## src/rtl/mul_sequencer.sv

```systemverilog
`default_nettype none
// ============================================================================
//  Module   : mul_sequencer
//  Purpose  : Iterative radix-2 shift-add multiplier with register-file
//             writeback sequencing for MUL, UMULL and SMULL.
//  Ports    : clk, reset (sync, active-low)
//             start, op[2:0], a, b         -- request (sampled in IDLE only)
//             busy                         -- high outside IDLE
//             wr_en, wr_sel, wr_data       -- register-file write port
//             result_lo, result_hi         -- product words
//             flag_n, flag_z, done         -- flags, completion pulse
//  Revision : 1.0  initial release
// ============================================================================
module mul_sequencer #(
    parameter int WIDTH = 32
) (
    input  logic             clk,
    input  logic             reset,
    input  logic             start,
    input  logic [2:0]       op,
    input  logic [WIDTH-1:0] a,
    input  logic [WIDTH-1:0] b,
    output logic             busy,
    output logic             wr_en,
    output logic             wr_sel,
    output logic [WIDTH-1:0] wr_data,
    output logic [WIDTH-1:0] result_lo,
    output logic [WIDTH-1:0] result_hi,
    output logic             flag_n,
    output logic             flag_z,
    output logic             done
);

    localparam int               CNT_W      = (WIDTH > 1) ? $clog2(WIDTH) : 1;
    localparam logic [2:0]       C_OP_MUL   = 3'b100;
    localparam logic [2:0]       C_OP_UMULL = 3'b101;
    localparam logic [2:0]       C_OP_SMULL = 3'b110;
    localparam logic [CNT_W-1:0] C_CNT_LAST = CNT_W'(WIDTH - 1);

    typedef enum logic [2:0] {
        S_IDLE = 3'd0,
        S_MULT = 3'd1,
        S_FIX  = 3'd2,
        S_WBLO = 3'd3,
        S_WBHI = 3'd4,
        S_DONE = 3'd5
    } state_t;

    state_t               r_state;
    logic [2*WIDTH-1:0]   r_acc;
    logic [2*WIDTH-1:0]   r_mcand;
    logic [WIDTH-1:0]     r_mplier;
    logic [CNT_W-1:0]     r_cnt;
    logic                 r_neg;
    logic                 r_long;

    logic                 w_op_valid;
    logic                 w_is_smull;
    logic [WIDTH-1:0]     w_mag_a;
    logic [WIDTH-1:0]     w_mag_b;
    logic [2*WIDTH-1:0]   w_acc_step;
    logic [2*WIDTH-1:0]   w_fixed;

    assign w_op_valid = (op == C_OP_MUL) || (op == C_OP_UMULL) || (op == C_OP_SMULL);
    assign w_is_smull = (op == C_OP_SMULL);

    // Signed long multiply works on magnitudes; the sign is reapplied in FIX.
    // The most negative value maps to itself, which is correct as unsigned.
    assign w_mag_a = (w_is_smull && a[WIDTH-1]) ? (~a + WIDTH'(1)) : a;
    assign w_mag_b = (w_is_smull && b[WIDTH-1]) ? (~b + WIDTH'(1)) : b;

    assign w_acc_step = r_mplier[0] ? (r_acc + r_mcand) : r_acc;
    assign w_fixed    = r_neg ? (~r_acc + (2*WIDTH)'(1)) : r_acc;

    always_ff @(posedge clk) begin
        if (!reset) begin
            r_state   <= S_IDLE;
            r_acc     <= '0;
            r_mcand   <= '0;
            r_mplier  <= '0;
            r_cnt     <= '0;
            r_neg     <= 1'b0;
            r_long    <= 1'b0;
            busy      <= 1'b0;
            wr_en     <= 1'b0;
            wr_sel    <= 1'b0;
            wr_data   <= '0;
            result_lo <= '0;
            result_hi <= '0;
            flag_n    <= 1'b0;
            flag_z    <= 1'b0;
            done      <= 1'b0;
        end else begin
            case (r_state)
                S_IDLE: begin
                    if (start && w_op_valid) begin
                        r_state  <= S_MULT;
                        r_mcand  <= {{WIDTH{1'b0}}, w_mag_a};
                        r_mplier <= w_mag_b;
                        r_neg    <= w_is_smull & (a[WIDTH-1] ^ b[WIDTH-1]);
                        r_long   <= (op != C_OP_MUL);
                        r_acc    <= '0;
                        r_cnt    <= '0;
                        busy     <= 1'b1;
                    end
                end

                S_MULT: begin
                    r_acc    <= w_acc_step;
                    r_mcand  <= r_mcand << 1;
                    r_mplier <= r_mplier >> 1;
                    r_cnt    <= r_cnt + CNT_W'(1);
                    if (r_cnt == C_CNT_LAST) begin
                        r_state <= S_FIX;
                    end
                end

                S_FIX: begin
                    r_acc     <= w_fixed;
                    result_lo <= w_fixed[WIDTH-1:0];
                    result_hi <= r_long ? w_fixed[2*WIDTH-1:WIDTH] : '0;
                    if (r_long) begin
                        flag_n <= w_fixed[2*WIDTH-1];
                        flag_z <= (w_fixed == '0);
                    end else begin
                        flag_n <= w_fixed[WIDTH-1];
                        flag_z <= (w_fixed[WIDTH-1:0] == '0);
                    end
                    // Outputs for the low-word write are set up as WBLO is entered.
                    r_state <= S_WBLO;
                    wr_en   <= 1'b1;
                    wr_sel  <= 1'b0;
                    wr_data <= w_fixed[WIDTH-1:0];
                end

                S_WBLO: begin
                    if (r_long) begin
                        r_state <= S_WBHI;
                        wr_en   <= 1'b1;
                        wr_sel  <= 1'b1;
                        wr_data <= result_hi;
                    end else begin
                        r_state <= S_DONE;
                        wr_en   <= 1'b0;
                        wr_sel  <= 1'b0;
                        wr_data <= '0;
                        done    <= 1'b1;
                    end
                end

                S_WBHI: begin
                    r_state <= S_DONE;
                    wr_en   <= 1'b0;
                    wr_sel  <= 1'b0;
                    wr_data <= '0;
                    done    <= 1'b1;
                end

                S_DONE: begin
                    r_state <= S_IDLE;
                    done    <= 1'b0;
                    busy    <= 1'b0;
                end

                default: begin
                    r_state <= S_IDLE;
                    busy    <= 1'b0;
                    wr_en   <= 1'b0;
                    wr_sel  <= 1'b0;
                    wr_data <= '0;
                    done    <= 1'b0;
                end
            endcase
        end
    end

endmodule
`default_nettype wire

```

## config.mk

```make
export PLATFORM = sky130hd
export DESIGN_NAME = mul_sequencer
export DESIGN_NICKNAME = d
export VERILOG_FILES = /design/src/rtl/mul_sequencer.sv
export SDC_FILE = /design/constraint.sdc
export NUM_CORES = 1
export LEC_CHECK = 0
export ABC_AREA = 0
export BUFFER_PORTS_ARGS = -buffer_cell sky130_fd_sc_hd__buf_2
export CAP_MARGIN = 5
export CORE_MARGIN = 2
export CORE_UTILIZATION = 47
export DETAILED_ROUTE_END_ITERATION = 10
export PLACE_DENSITY = 0.64
export SETUP_SLACK_MARGIN = 0.02
export SLEW_MARGIN = 10
export SYNTH_ARGS = -nofsm -noshare
export SYNTH_HDL_FRONTEND = slang
export SYNTH_SLANG_ARGS = --single-unit
```

## constraint.sdc

```tcl
create_clock -name clk -period 3.2 [get_ports clk]
set_input_delay 0.16 -clock clk [delete_from_list [all_inputs] [get_ports clk]]
set_output_delay 0.16 -clock clk [all_outputs]
set_load 0.005 [all_outputs]
```

==> results list <==
* Unrepaired setup endpoints after global routing: yes
* Nets@finish: 2871
- Once layout is done, the placed cells without fillers occupy 23090 um^2.
- Setup violations remaining at the end of the flow were counted as 1.
- Clock Tree Root: clkbuf_16
- Required time of the critical path: 3.71 ns
- Std cell rows: 70
- Clock Latency Late Sink: 0.59 ns
* Worst path arrival time: 3.83 ns
* Slowest stage cell on the critical path: or4_4
* Final hold viol count: 0
- Vias per std cell: 5.942
- Antenna Violating Nets Remaining: 0
- Initial antenna violation count: 0
- Most frequent cells in the layout: buf_4, a21oi_1, nand2_1, dfxtp_1, buf_2
- The first global-routing pass estimated 97820 um of wire.
* Crit-path max FO: 8
- Horiz. Die Dim: 195.9 um
* Critical Path Max Stage Delay: 0.57 ns
- The critical path is of the reg2reg type.
* Number of buffers added on ports: 171
- CTS buffer count: 31
- Worst-case clock skew: 0.01642 ns
- Of the cells placed in the final design, the portion with a size suffix greater than 1 is 25.49%.
* Total of fill cells in the finished design: 3216
* Clock tree from TritonCTS: yes
- Measured slew at the worst slew-check pin: 1.200 ns
* Min-Delay Path Class: in2reg
- Clock-pin slew of the registers on the worst-case setup and hold paths: 0.06 ns
- Synth warnings: 0
- Number of synthesized flops with an enable pin: 0
- Kind of end point of the critical path: flip-flop
- Counting along the longest clock path gives a buffer depth of 3.
- The tree built by TritonCTS fans out to 272 sinks.
* Total power per unit cell area: 400.4 nW/um^2
- Violation count after the first detailed-route iteration: 1541
- HPWL reported at the end of detailed placement: 46270 um
- The routed design has 63420 um of wire.
* Min cycle time layout: 3.321 ns
* Sequential fraction of the synthesis area: 31.46%
* Gate count after technology mapping: 2295
* Final period util: 103.8%
* 1st-pass router iterations: 5
- The final route contains 19145 vias.
- Core Region: 36430 um^2
* Area added between synthesis and finish: 33.42%
- Dpl ws: -0.2845 ns
- Critical path cell sequence: buf_4 > or3_1 > or3_4 > or4_4 > o31ai_4 > xor2_2 > o21ai_1 > nor4_1 > and3_1 > a21oi_2 > nor3b_2
- Initial standard-cell utilization of the core: 47.51%
- In the global route stage, overall resource usage came out at 31.76%.
- Main synth FF type: dfxtp_1
* Antenna diodes: 0
* Post-Synthesis Net Count: 2434
- STA classifies the critical path startpoint as a flip-flop.
- Routed wire length per instance: 19.68 um
* Final hold slack: 0.03807 ns
* DRC violations left: 0
- Dividing the synthesized area by the synthesized cell count gives 7.542 um^2.
- Leading cell type in the layout, fill and taps excluded: buf_4
* Async set or reset register ratio after synthesis: 0%
- Outcome: finished, violations left
- In this run, synthesis produced a sequential element count of 272.
- Total placed instance area: 20710 um^2
- Summed over all layers, the global routing overflow is 0.
- IR analysis of the VDD net gives a maximum drop of 0.0004071 V.
- Final weighted congestion of routability-driven global placement: 0.9473
- Pins over their slew limit: 0
* Clock H-tree levels: 1
- I/O pin total: 172
* DIE AREA: 38380 um^2
- The via count of the first global-routing pass came to 17778.
* Least setup slack across all paths after layout: -0.1209 ns
- Die boundary height: 195.9 um
- Number of distinct library cells after synthesis: 83
* Cell area after synthesis: 17310 um^2
- Leakage power: 9.550 nW
- Maximum number of pins on one net before global-route repair: 150
- The checks that failed: setup timing.
- Timing would allow up to 301.1 MHz.
- Across the run, the number of max-cap violations was 0.
* Max-slew headroom at the worst pin: 19.67%
==> critical path, delay by kind of cell, from the launching register on <==
family	cells	cell delay (ns)
XOR/XNOR	1	0.18
flip-flops	1	0.39
buffers and inverters	1	0.18
AND/OR/NAND/NOR	6	2.11
AO/OA/AOI/OAI	3	0.39
==> layout make-up <==
type                    count  area (um^2)  area share (%)
repair buffers            579         4187           18.13
clock inverters            16        177.7          0.7694
inverters                  30        117.6          0.5093
flip-flops and latches    272         5464           23.66
well taps                 468        585.6           2.536
multi-input cells        1818        11710           50.69
clock buffers              39        855.8           3.706
==> registers in the layout (all words and copies together), names as in the netlist <==
signal and count:
wr_sel 1, r_state 3, r_neg 1, r_cnt 5, busy 1, r_mplier 32, r_long 1, r_mcand 64
r_acc 64, wr_data 32, flag_z 1, wr_en 1, done 1, result_hi 32, flag_n 1, result_lo 32
==> through the flow <==
stage / instances / power (W) / utilization, % / TNS [ns]
global route: 3222 / 0.009597 / 63.38 / -0.3970
global placement: 3091 / 0.005432 / 56.84 / -1.043
floorplan: 2295 / 0.004665 / - / -0.01518
finish: 3222 / 0.009247 / 63.38 / -0.1209
detailed placement: 3091 / 0.005455 / 56.84 / -1.754
CTS: 3215 / 0.009166 / 61.89 / -0.2429
==> kinds of logic (layout without fill, tap and decap cells) <==
| logic type | Yosys count | after routing | share of synthesized area [%] |
|---|---|---|---|
| buf+inv | 205 | 664 | 4.597 |
| flops | 272 | 272 | 31.46 |
| xor+xnor | 175 | 175 | 8.898 |
| mux | 6 | 6 | 0.3542 |
| compound gates | 810 | 810 | 29.19 |
| simple gates | 758 | 758 | 20.47 |
| fa+ha+maj | 69 | 69 | 5.031 |
==> power breakdown <==
group / internal (W) / switching [W]
Sequential: 0.00349 / 0.000105
Combinational: 0.000881 / 0.00111
Clock: 0.00213 / 0.00152
==> cells in the mapped netlist, drive strengths merged (9+ instances only) <==
library cell | instances | area (um^2)
nand4 | 35 | 219.0
or3 | 22 | 142.6
clkbuf | 156 | 585.6
o22ai | 9 | 56.30
nand3 | 66 | 330.3
buf | 19 | 97.59
o41ai | 27 | 244.0
ha | 68 | 850.8
and2 | 11 | 68.82
dfxtp | 272 | 5445
a21o | 33 | 247.7
a22oi | 104 | 780.8
or2 | 11 | 68.82
and3 | 13 | 81.33
or4 | 17 | 135.1
xnor2 | 94 | 823.3
inv | 30 | 112.6
a21oi | 320 | 1602
nand2 | 308 | 1156
o31ai | 26 | 209.0
a31oi | 34 | 212.7
nor2b | 12 | 75.07
xor2 | 81 | 716.9
nor4 | 20 | 125.1
o21a | 18 | 135.1
a221oi | 16 | 140.1
nand2b | 20 | 125.1
nor2 | 164 | 615.6
nor3 | 32 | 165.2
o21ai | 141 | 705.7
==> what timing repair did <==
item                                    4_1_cts  5_1_grt
resized for setup                            33       96
pin swaps                                    12       29
setup buffers                                 6        8
hold buffers                                 63        0
hold endpoints to repair                     62        0
endpoints found under the setup margin       19       41
==> final timing paths <==
check / from / endpoint / slack (ns) / depth (start not counted)
worst max-delay path: r_acc[27]$_SDFFE_PN0P_ / flag_z$_SDFFE_PN0P_ / -0.12 / 11
worst min-delay path: b[11] / r_mplier[11]$_SDFFE_PN0P_ / 0.04 / 5
worst max register to register: r_acc[27]$_SDFFE_PN0P_ / flag_z$_SDFFE_PN0P_ / -0.12 / 11
worst min register to register: result_lo[7]$_SDFFE_PN0P_ / result_lo[7]$_SDFFE_PN0P_ / 0.45 / 2
==> per-layer routing <==
layer	GRT usage [%]	vias to the layer above	wire [um]	part of all wire, %
li1	-	9266	-	-
met1	45.02	9093	29310	46
met2	50.51	695	27900	44
met3	3.834	91	4436	7.0
met4	9.764	0	1768	2.8
met5	0	-	0	0
Power figures use the tool's default switching activity.
